<file path="src/rtl/fc12_pkg.sv">
// fc12_pkg: shared sizes, beat-counter width and signed word type for the fc12 binary-weight layer
package fc12_pkg;
  localparam int LANES  = 12;
  localparam int DATA_W = 32;
  localparam int BEATS  = 16;
  localparam int N_IN   = LANES * BEATS;
  function automatic int cnt_width(input int beats);
    return (beats > 1) ? $clog2(beats) : 1;
  endfunction
  localparam int CNT_W = cnt_width(BEATS);
  typedef logic signed [DATA_W-1:0] word_t;
endpackage

</file>
<file path="src/rtl/fc12_lane_sum.sv">
// fc12_lane_sum: conditional negation of 12 lanes by their 1-bit weights and a signed adder tree
module fc12_lane_sum
  import fc12_pkg::*;
#(
  parameter int DATA_W = fc12_pkg::DATA_W
) (
  input  logic signed [DATA_W-1:0] din [LANES],
  input  logic        [LANES-1:0]  w,
  output logic signed [DATA_W-1:0] sum
);
  logic signed [DATA_W-1:0] term [LANES];
  logic signed [DATA_W-1:0] l1 [LANES/2];
  logic signed [DATA_W-1:0] l2 [LANES/4];
  genvar i;
  // weight 1 passes the activation, weight 0 negates it
  for (i = 0; i < LANES; i++) begin : g_term
    always_comb term[i] = w[i] ? din[i] : -din[i];
  end
  // pairwise first level, 12 -> 6
  for (i = 0; i < LANES/2; i++) begin : g_l1
    always_comb l1[i] = term[2*i] + term[2*i+1];
  end
  // second level, 6 -> 3
  for (i = 0; i < LANES/4; i++) begin : g_l2
    always_comb l2[i] = l1[2*i] + l1[2*i+1];
  end
  // final three-input add, wrapping at DATA_W bits
  always_comb sum = l2[0] + l2[1] + l2[2];
endmodule

</file>
<file path="src/rtl/fc12_layer.sv">
// fc12_layer: binary-weight fully connected neuron, 12 lanes x BEATS beats; FC12_PIPE_EN adds a register after the adder tree
module fc12_layer
  import fc12_pkg::*;
#(
  parameter int DATA_W = fc12_pkg::DATA_W,
  parameter int BEATS  = fc12_pkg::BEATS
) (
  input  logic                     clk,
  input  logic                     rst,
  input  logic                     ivalid,
  input  logic signed [DATA_W-1:0] din_0,
  input  logic signed [DATA_W-1:0] din_1,
  input  logic signed [DATA_W-1:0] din_2,
  input  logic signed [DATA_W-1:0] din_3,
  input  logic signed [DATA_W-1:0] din_4,
  input  logic signed [DATA_W-1:0] din_5,
  input  logic signed [DATA_W-1:0] din_6,
  input  logic signed [DATA_W-1:0] din_7,
  input  logic signed [DATA_W-1:0] din_8,
  input  logic signed [DATA_W-1:0] din_9,
  input  logic signed [DATA_W-1:0] din_10,
  input  logic signed [DATA_W-1:0] din_11,
  input  logic                     weight,
  input  logic                     weight_en,
  output logic                     ovalid,
  output logic signed [DATA_W-1:0] dout
);
  localparam int NW = LANES * BEATS;
  localparam int CW = cnt_width(BEATS);
  logic        [NW-1:0]     store;
  logic        [CW-1:0]     cnt;
  logic                     last;
  logic        [LANES-1:0]  wsel;
  logic signed [DATA_W-1:0] lanes [LANES];
  logic signed [DATA_W-1:0] partial;
  logic signed [DATA_W-1:0] acc;
  logic                     s_valid;
  logic                     s_last;
  logic signed [DATA_W-1:0] s_partial;
  // gather the lane ports and pick this beat's 12 weights
  always_comb begin
    lanes[0]  = din_0;
    lanes[1]  = din_1;
    lanes[2]  = din_2;
    lanes[3]  = din_3;
    lanes[4]  = din_4;
    lanes[5]  = din_5;
    lanes[6]  = din_6;
    lanes[7]  = din_7;
    lanes[8]  = din_8;
    lanes[9]  = din_9;
    lanes[10] = din_10;
    lanes[11] = din_11;
    last      = cnt == CW'(BEATS - 1);
    wsel      = store[cnt*LANES +: LANES];
  end
  fc12_lane_sum #(.DATA_W(DATA_W)) u_sum (
    .din (lanes),
    .w   (wsel),
    .sum (partial)
  );
  // serial weight store: bits enter at the top, so after NW loads the first bit sits at element 0
  always_ff @(posedge clk or posedge rst)
    if (rst) store <= '0;
    else if (weight_en) store <= {weight, store[NW-1:1]};
  // beat counter selects the weight slice; weight loading abandons the current frame
  always_ff @(posedge clk or posedge rst)
    if (rst) cnt <= '0;
    else if (weight_en) cnt <= '0;
    else if (ivalid) cnt <= last ? '0 : cnt + 1'b1;
`ifdef FC12_PIPE_EN
  // register after the adder tree, carrying the beat-valid and last-beat flags along
  always_ff @(posedge clk or posedge rst)
    if (rst) begin
      s_valid   <= 1'b0;
      s_last    <= 1'b0;
      s_partial <= '0;
    end else begin
      s_valid   <= ivalid & ~weight_en;
      s_last    <= last;
      s_partial <= partial;
    end
`else
  // no pipeline register: the accumulate stage sees the tree output directly
  always_comb begin
    s_valid   = ivalid & ~weight_en;
    s_last    = last;
    s_partial = partial;
  end
`endif
  // accumulate partials, publish on the last beat and restart for the next frame
  always_ff @(posedge clk or posedge rst)
    if (rst) begin
      acc    <= '0;
      dout   <= '0;
      ovalid <= 1'b0;
    end else begin
      ovalid <= s_valid & s_last & ~weight_en;
      if (weight_en) acc <= '0;
      else if (s_valid) begin
        acc <= s_last ? '0 : acc + s_partial;
        if (s_last) dout <= acc + s_partial;
      end
    end
endmodule

</file>
<file path="config.mk">
export PLATFORM = sky130hd
export DESIGN_NAME = fc12_layer
export DESIGN_NICKNAME = d
export VERILOG_FILES = /design/src/rtl/fc12_pkg.sv /design/src/rtl/fc12_lane_sum.sv /design/src/rtl/fc12_layer.sv
export SDC_FILE = /design/constraint.sdc
export NUM_CORES = 2
export LEC_CHECK = 0
export ABC_AREA = 1
export BUFFER_PORTS_ARGS = -buffer_cell sky130_fd_sc_hd__buf_2
export CAP_MARGIN = 20
export CORE_MARGIN = 4
export CORE_UTILIZATION = 55
export DETAILED_ROUTE_END_ITERATION = 6
export PLACE_DENSITY_LB_ADDON = 0.1
export REMOVE_ABC_BUFFERS = 1
export SLEW_MARGIN = 20
export SYNTH_ARGS = -nofsm -noshare
export SYNTH_HDL_FRONTEND = slang
export SYNTH_SLANG_ARGS = --single-unit
</file>
<file path="constraint.sdc">
create_clock -name clk -period 8.9 [get_ports clk]
set_input_delay 1.78 -clock clk [delete_from_list [all_inputs] [get_ports clk]]
set_output_delay 1.78 -clock clk [all_outputs]
set_load 0.02 [all_outputs]
</file>
Yosys cells after proc, flatten, opt, wreduce, memory -nomap -nowiden
Cells that the tools add are included.
- register bits: 261
- input port bits: 389
- output and inout port bits: 33
- logic and storage cells: 59
- $add $sub $neg: 26
- $mul: 1
- equal/unequal tests: 1
- shifts and indexed selects: 1
- mux-type cells: 18
- bitwise logic cells: 4
- reduce and logical (&&, ||, !) cells: 3
- operators with widths (operator ; count):
    $mux W32 ; 15
    $add A32 B32 Y32 ; 13
    $neg A32 Y32 ; 12
    $shiftx A192 B9 Y12 ; 1
    $mux W4 ; 3
    $mul A4 B2 Y6 const B ; 1
    $add A4 B1 Y4 const B ; 1
    $eq A4 B4 Y1 const B ; 1
    $reduce_bool A2 Y1 ; 2
    $and A1 B1 Y1 ; 3
    $reduce_and A3 Y1 ; 1
    $not A1 Y1 ; 1

Longest topological paths before layout
- word-level depth: 11
- mapped depth: 48
- gate-level depth less buffers: 45

Hierarchy
From an unflattened synthesis, not the netlist that was laid out.
- cells, all modules: 4335
- area total of the unflattened synthesis: 31677.9 um^2
- modules (own cells, without submodules) (module ; instances ; cells each ; area each (um^2) ; seq. area each (um^2)):
    fc12_lane_sum ; 1 ; 2532 ; 18037.3 ; 0.0
    fc12_layer ; 1 ; 1803 ; 13640.6 ; 6531.3

Least setup slack after synthesis
Ideal clock, no wire load.
- path type: input port to flip-flop
- start point: input din_8[1]
- end point: register acc[28]
- library setup time: 0.121 ns
- arrival time: 8.537 ns
- required time: 8.779 ns
- slack: 0.242 ns
- stages on the path: 34
- path buffers: 0
- path through: inv_1 ha_1 nand3_1 nor3_1 nand3_1 nor3_1 nand3_1 o31ai_1 xor2_1 inv_1 fa_1 fa_1 fa_1 fa_1 inv_1 fa_1 inv_1 ha_1 a21oi_1 o21ai_0 a21oi_1 o21ai_2 a21oi_1 xnor2_1 ha_1 nand2_1 nor3_1 nand3_1 nand3_1 nand3_1 nand2_1 a31oi_1 xor2_1 a22o_1
- cells in the longest elaborated chain, start to end: 9
- RTL lines (item ; RTL line ; text):
    start: declaration ; fc12_layer.sv:19 ; input logic signed [DATA_W-1:0] din_8,
    $neg A32 Y32 ; fc12_lane_sum.sv:17 ; always_comb term[i] = w[i] ? din[i] : -din[i];
    $mux W32 (*) ; fc12_lane_sum.sv:17 ;
    $add A32 B32 Y32 (*) ; fc12_lane_sum.sv:21 ; always_comb l1[i] = term[2*i] + term[2*i+1];
    $add A32 B32 Y32 (*) ; fc12_lane_sum.sv:25 ; always_comb l2[i] = l1[2*i] + l1[2*i+1];
    $add A32 B32 Y32 (*) ; fc12_lane_sum.sv:28 ; always_comb sum = l2[0] + l2[1] + l2[2];
    $add A32 B32 Y32 (*) ; fc12_layer.sv:101 ; acc <= s_last ? '0 : acc + s_partial;
    $mux W32 (*) ; fc12_layer.sv:101 ;
    $mux W32 (*) ; fc12_layer.sv:100 ; else if (s_valid) begin
    $mux W32 (*) ; fc12_layer.sv:99 ; if (weight_en) acc <= '0;
    end signal: assignment ; fc12_layer.sv:101 ;
    end: declaration ; fc12_layer.sv:36 ; logic signed [DATA_W-1:0] acc;
Every way passes the cells marked *; elsewhere a longest branch is shown, timed or not. The select of a mux whose other input is x is not followed.
A chain may end at the register's enable or synchronous reset.

Worst setup path in the final report
- start point: input din_7[1]
- end point: register acc[31]
- cells in the longest elaborated chain, start to end: 10
- RTL lines (item ; RTL line ; text):
    start: declaration ; fc12_layer.sv:18 ; input logic signed [DATA_W-1:0] din_7,
    $neg A32 Y32 ; fc12_lane_sum.sv:17 ;
    $mux W32 (*) ; fc12_lane_sum.sv:17 ;
    $add A32 B32 Y32 (*) ; fc12_lane_sum.sv:21 ;
    $add A32 B32 Y32 (*) ; fc12_lane_sum.sv:25 ;
    $add A32 B32 Y32 (*) (2 in a row) ; fc12_lane_sum.sv:28 ;
    $add A32 B32 Y32 (*) ; fc12_layer.sv:101 ;
    $mux W32 (*) ; fc12_layer.sv:101 ;
    $mux W32 (*) ; fc12_layer.sv:100 ;
    $mux W32 (*) ; fc12_layer.sv:99 ;
Marked as above.

==> results.ini <==
[timing]
maxSlewViolCount=0
relSlewSlack_pct=29.0
whs_ns=0.471
hold_viol=0
finalCritPeriodShare_pct=98.2
final-setup-viol-count=0
rsz0062_at_grt=true
setup_slack_ns=0.156
finClkSkew_ns=0.0204
clock.fmax_mhz=114
tightestPinTransition_ns=1.06
period_needed_ns=8.74

[place]
place_inst=5759
port_buffers=421
globalplace.congestion=1.04
place_ws_ns=-0.690
dpl.hpwl_um=92900

[floorplan]
initial_core_util_pct=55.6
fp-row-count=87
fp.dieH_um=247
ios=422
core_area_um2=56500
dieArea_um2=61000
fp.dieW_um=247

[layout]
drive_above_1_share_pct=25.3
areaGrowthSynthToFinish_pct=27.3
nNetsFinal=5840
fin_cells=5859
fill_cells=4777

[setup_path]
crit_type=input pin to register
critPathBufInv=11
critPathSlowestCell=fa_1
r2r_cells=42
cp.required_ns=9.31
rr_endpoint=acc[31]
cp-end-kind=register
cp.depth=42
path_delay_family=adder cells
slowest_delay_ns=0.57
r2r-start=cnt[0]
ff2ff_setup_slack_ns=0.23
arrival_ns=9.16
startpoint_type=input pin
critPathMaxFanout=4

[route]
viasPerCell=5.32
drt_iter0_markers=3090
first_pass_iters=6
ant_nets=0
wl_per_cell_um=19.2
vias=31200
post-route-drc-count=0
totalWireLength_um=112000

[synthesis]
syn_inst=4264
yosysMostFrequentCell=inv_1
synth_xor_area_share_pct=11.5
yosys.area_share.adder_pct=22.5
yosysTopAreaCell=dfrtp_1
synth_mux_area_share_pct=0
yosys.area_share.simple_pct=21.3
synth_top_area_share_pct=20.8
synth_top_family_by_area=adder cells
synth_area_leaders=dfrtp_1 (21%), fa_1 (19%), inv_1 (11%)
synth-compound-area-share_pct=10.9
netlist_area_um2=31400
synth.top_cells.by_count=inv_1 (914), nand2_1 (739), nor2_1 (375), fa_1 (304), xor2_1 (304)
ys_types=55
synth_ff_type=dfrtp_1
synth-seq-cells=261
ys_warn_count=0
synth_async_sr_flop_share_pct=100
synth-edff-count=0
syn_avg_cell_area_um2=7.37
ys_seq_area_share_pct=20.8

[global_route]
grt_pass1_wl_um=163000
overflow=0
antenna_found_initial=22
groute.usage.overall_pct=34.8
grt_start_max_net_pins=158
first_global_vias=29200

[clocking]
cts-root-buf=clkbuf_16
cts_inserted_buffers=23
path_clk_slew_ns=0.07
cts.hold.buffers_added=0
clock_sinks=261
htreeDepth=1
clockBufferDepth=3
clock_latency_ns=0.54
cts_tree=built

[hold_path]
whs_path_depth=2
min_from=dout[0]
holdPathEnd=dout[0]
worstHoldPathType=register to register

[job]
drv_cap=0

[run_status]
outcome=finished clean

## stage by stage
| step | instance area [um2] | utilization (%) | TNS (ns) |
|---|---|---|---|
| finish | 40000 | 70.8 | 0 |
| global route | 40000 | 70.8 | -1.43 |
| CTS | 38200 | 67.5 | -0.000423 |
| detailed placement | 37300 | 66.0 | -16.30 |
| global placement | 37300 | 66.0 | -13.14 |
| floorplan | 30800 | - | -64.87 |
## kinds of logic after synthesis
family | after synthesis
AO/OA/AOI/OAI | 604
flip-flops | 261
XOR/XNOR | 412
AND/OR/NAND/NOR | 1555
buffers and inverters | 1048
adder cells (fa/ha/maj) | 384
## repair_timing
action / 4_1_cts / 5_1_grt
gates resized for setup: 14 / 341
setup endpoints to repair: 18 / 36
buffers inserted: 2 / 35
pin swaps: 6 / 210
cloned: 0 / 3
## area by class of cell
| type | instances | area, um2 | area share (%) |
|---|---|---|---|
| Tap cell | 756 | 946 | 2.36 |
| Inverter | 929 | 3510 | 8.78 |
| Clock buffer | 31 | 656 | 1.64 |
| Antenna cell | 19 | 47.5 | 0.119 |
| Sequential cell | 261 | 6540 | 16.3 |
| Clock inverter | 11 | 115 | 0.288 |
| Timing Repair Buffer | 897 | 5960 | 14.9 |
| Multi-Input combinational cell | 2955 | 22200 | 55.6 |
## worst min-delay path: cells and delay by family (launching register included)
kind	cells	cell delay, ns
simple gates	2	0.10
flops	1	0.34
## sequential cells by signal, indices dropped and copies added (netlist names)
name and count:
acc 32, store 192, ovalid 1, cnt 4, dout 32
## layout by cell type (no fill, tap or decap), types with 23 or more instances in the layout
cell and n:
a21oi_2 27, nand3_1 220, o21ai_1 30, a21oi_1 121, nand2_2 28, o21ai_0 279
xnor2_1 101, a31oi_1 29, buf_2 414, nor3_1 51, inv_1 875, nor2_2 23
nand2_1 711, clkbuf_16 26, dfrtp_1 260, xor2_1 300, nand4_1 26, buf_4 450
inv_2 45, nor3_2 23, ha_1 48, ha_4 26, nand3_2 33, fa_1 291
nor2_1 349
## metal layers
| layer | up-vias | global-route usage [%] | wire (um) |
|---|---|---|---|
| met1 | 14800 | 50.8 | 47600 |
| li1 | 14800 | - | - |
| met5 | - | 0 | 45 |
| met2 | 1363 | 54.2 | 51300 |
| met4 | 8 | 10.6 | 3920 |
| met3 | 193 | 4.83 | 9560 |
## worst max-delay path by stage
stage,startpoint,end
floorplan,cnt[0],acc[31]
global placement,din_10[0],acc[31]
detailed placement,din_8[0],acc[26]
CTS,din_10[0],acc[31]
global route,din_7[1],acc[31]
finish,din_7[1],acc[31]
Power is not shown: default switching activity piles up to over one toggle a cycle in this logic, so the estimate is an artifact.
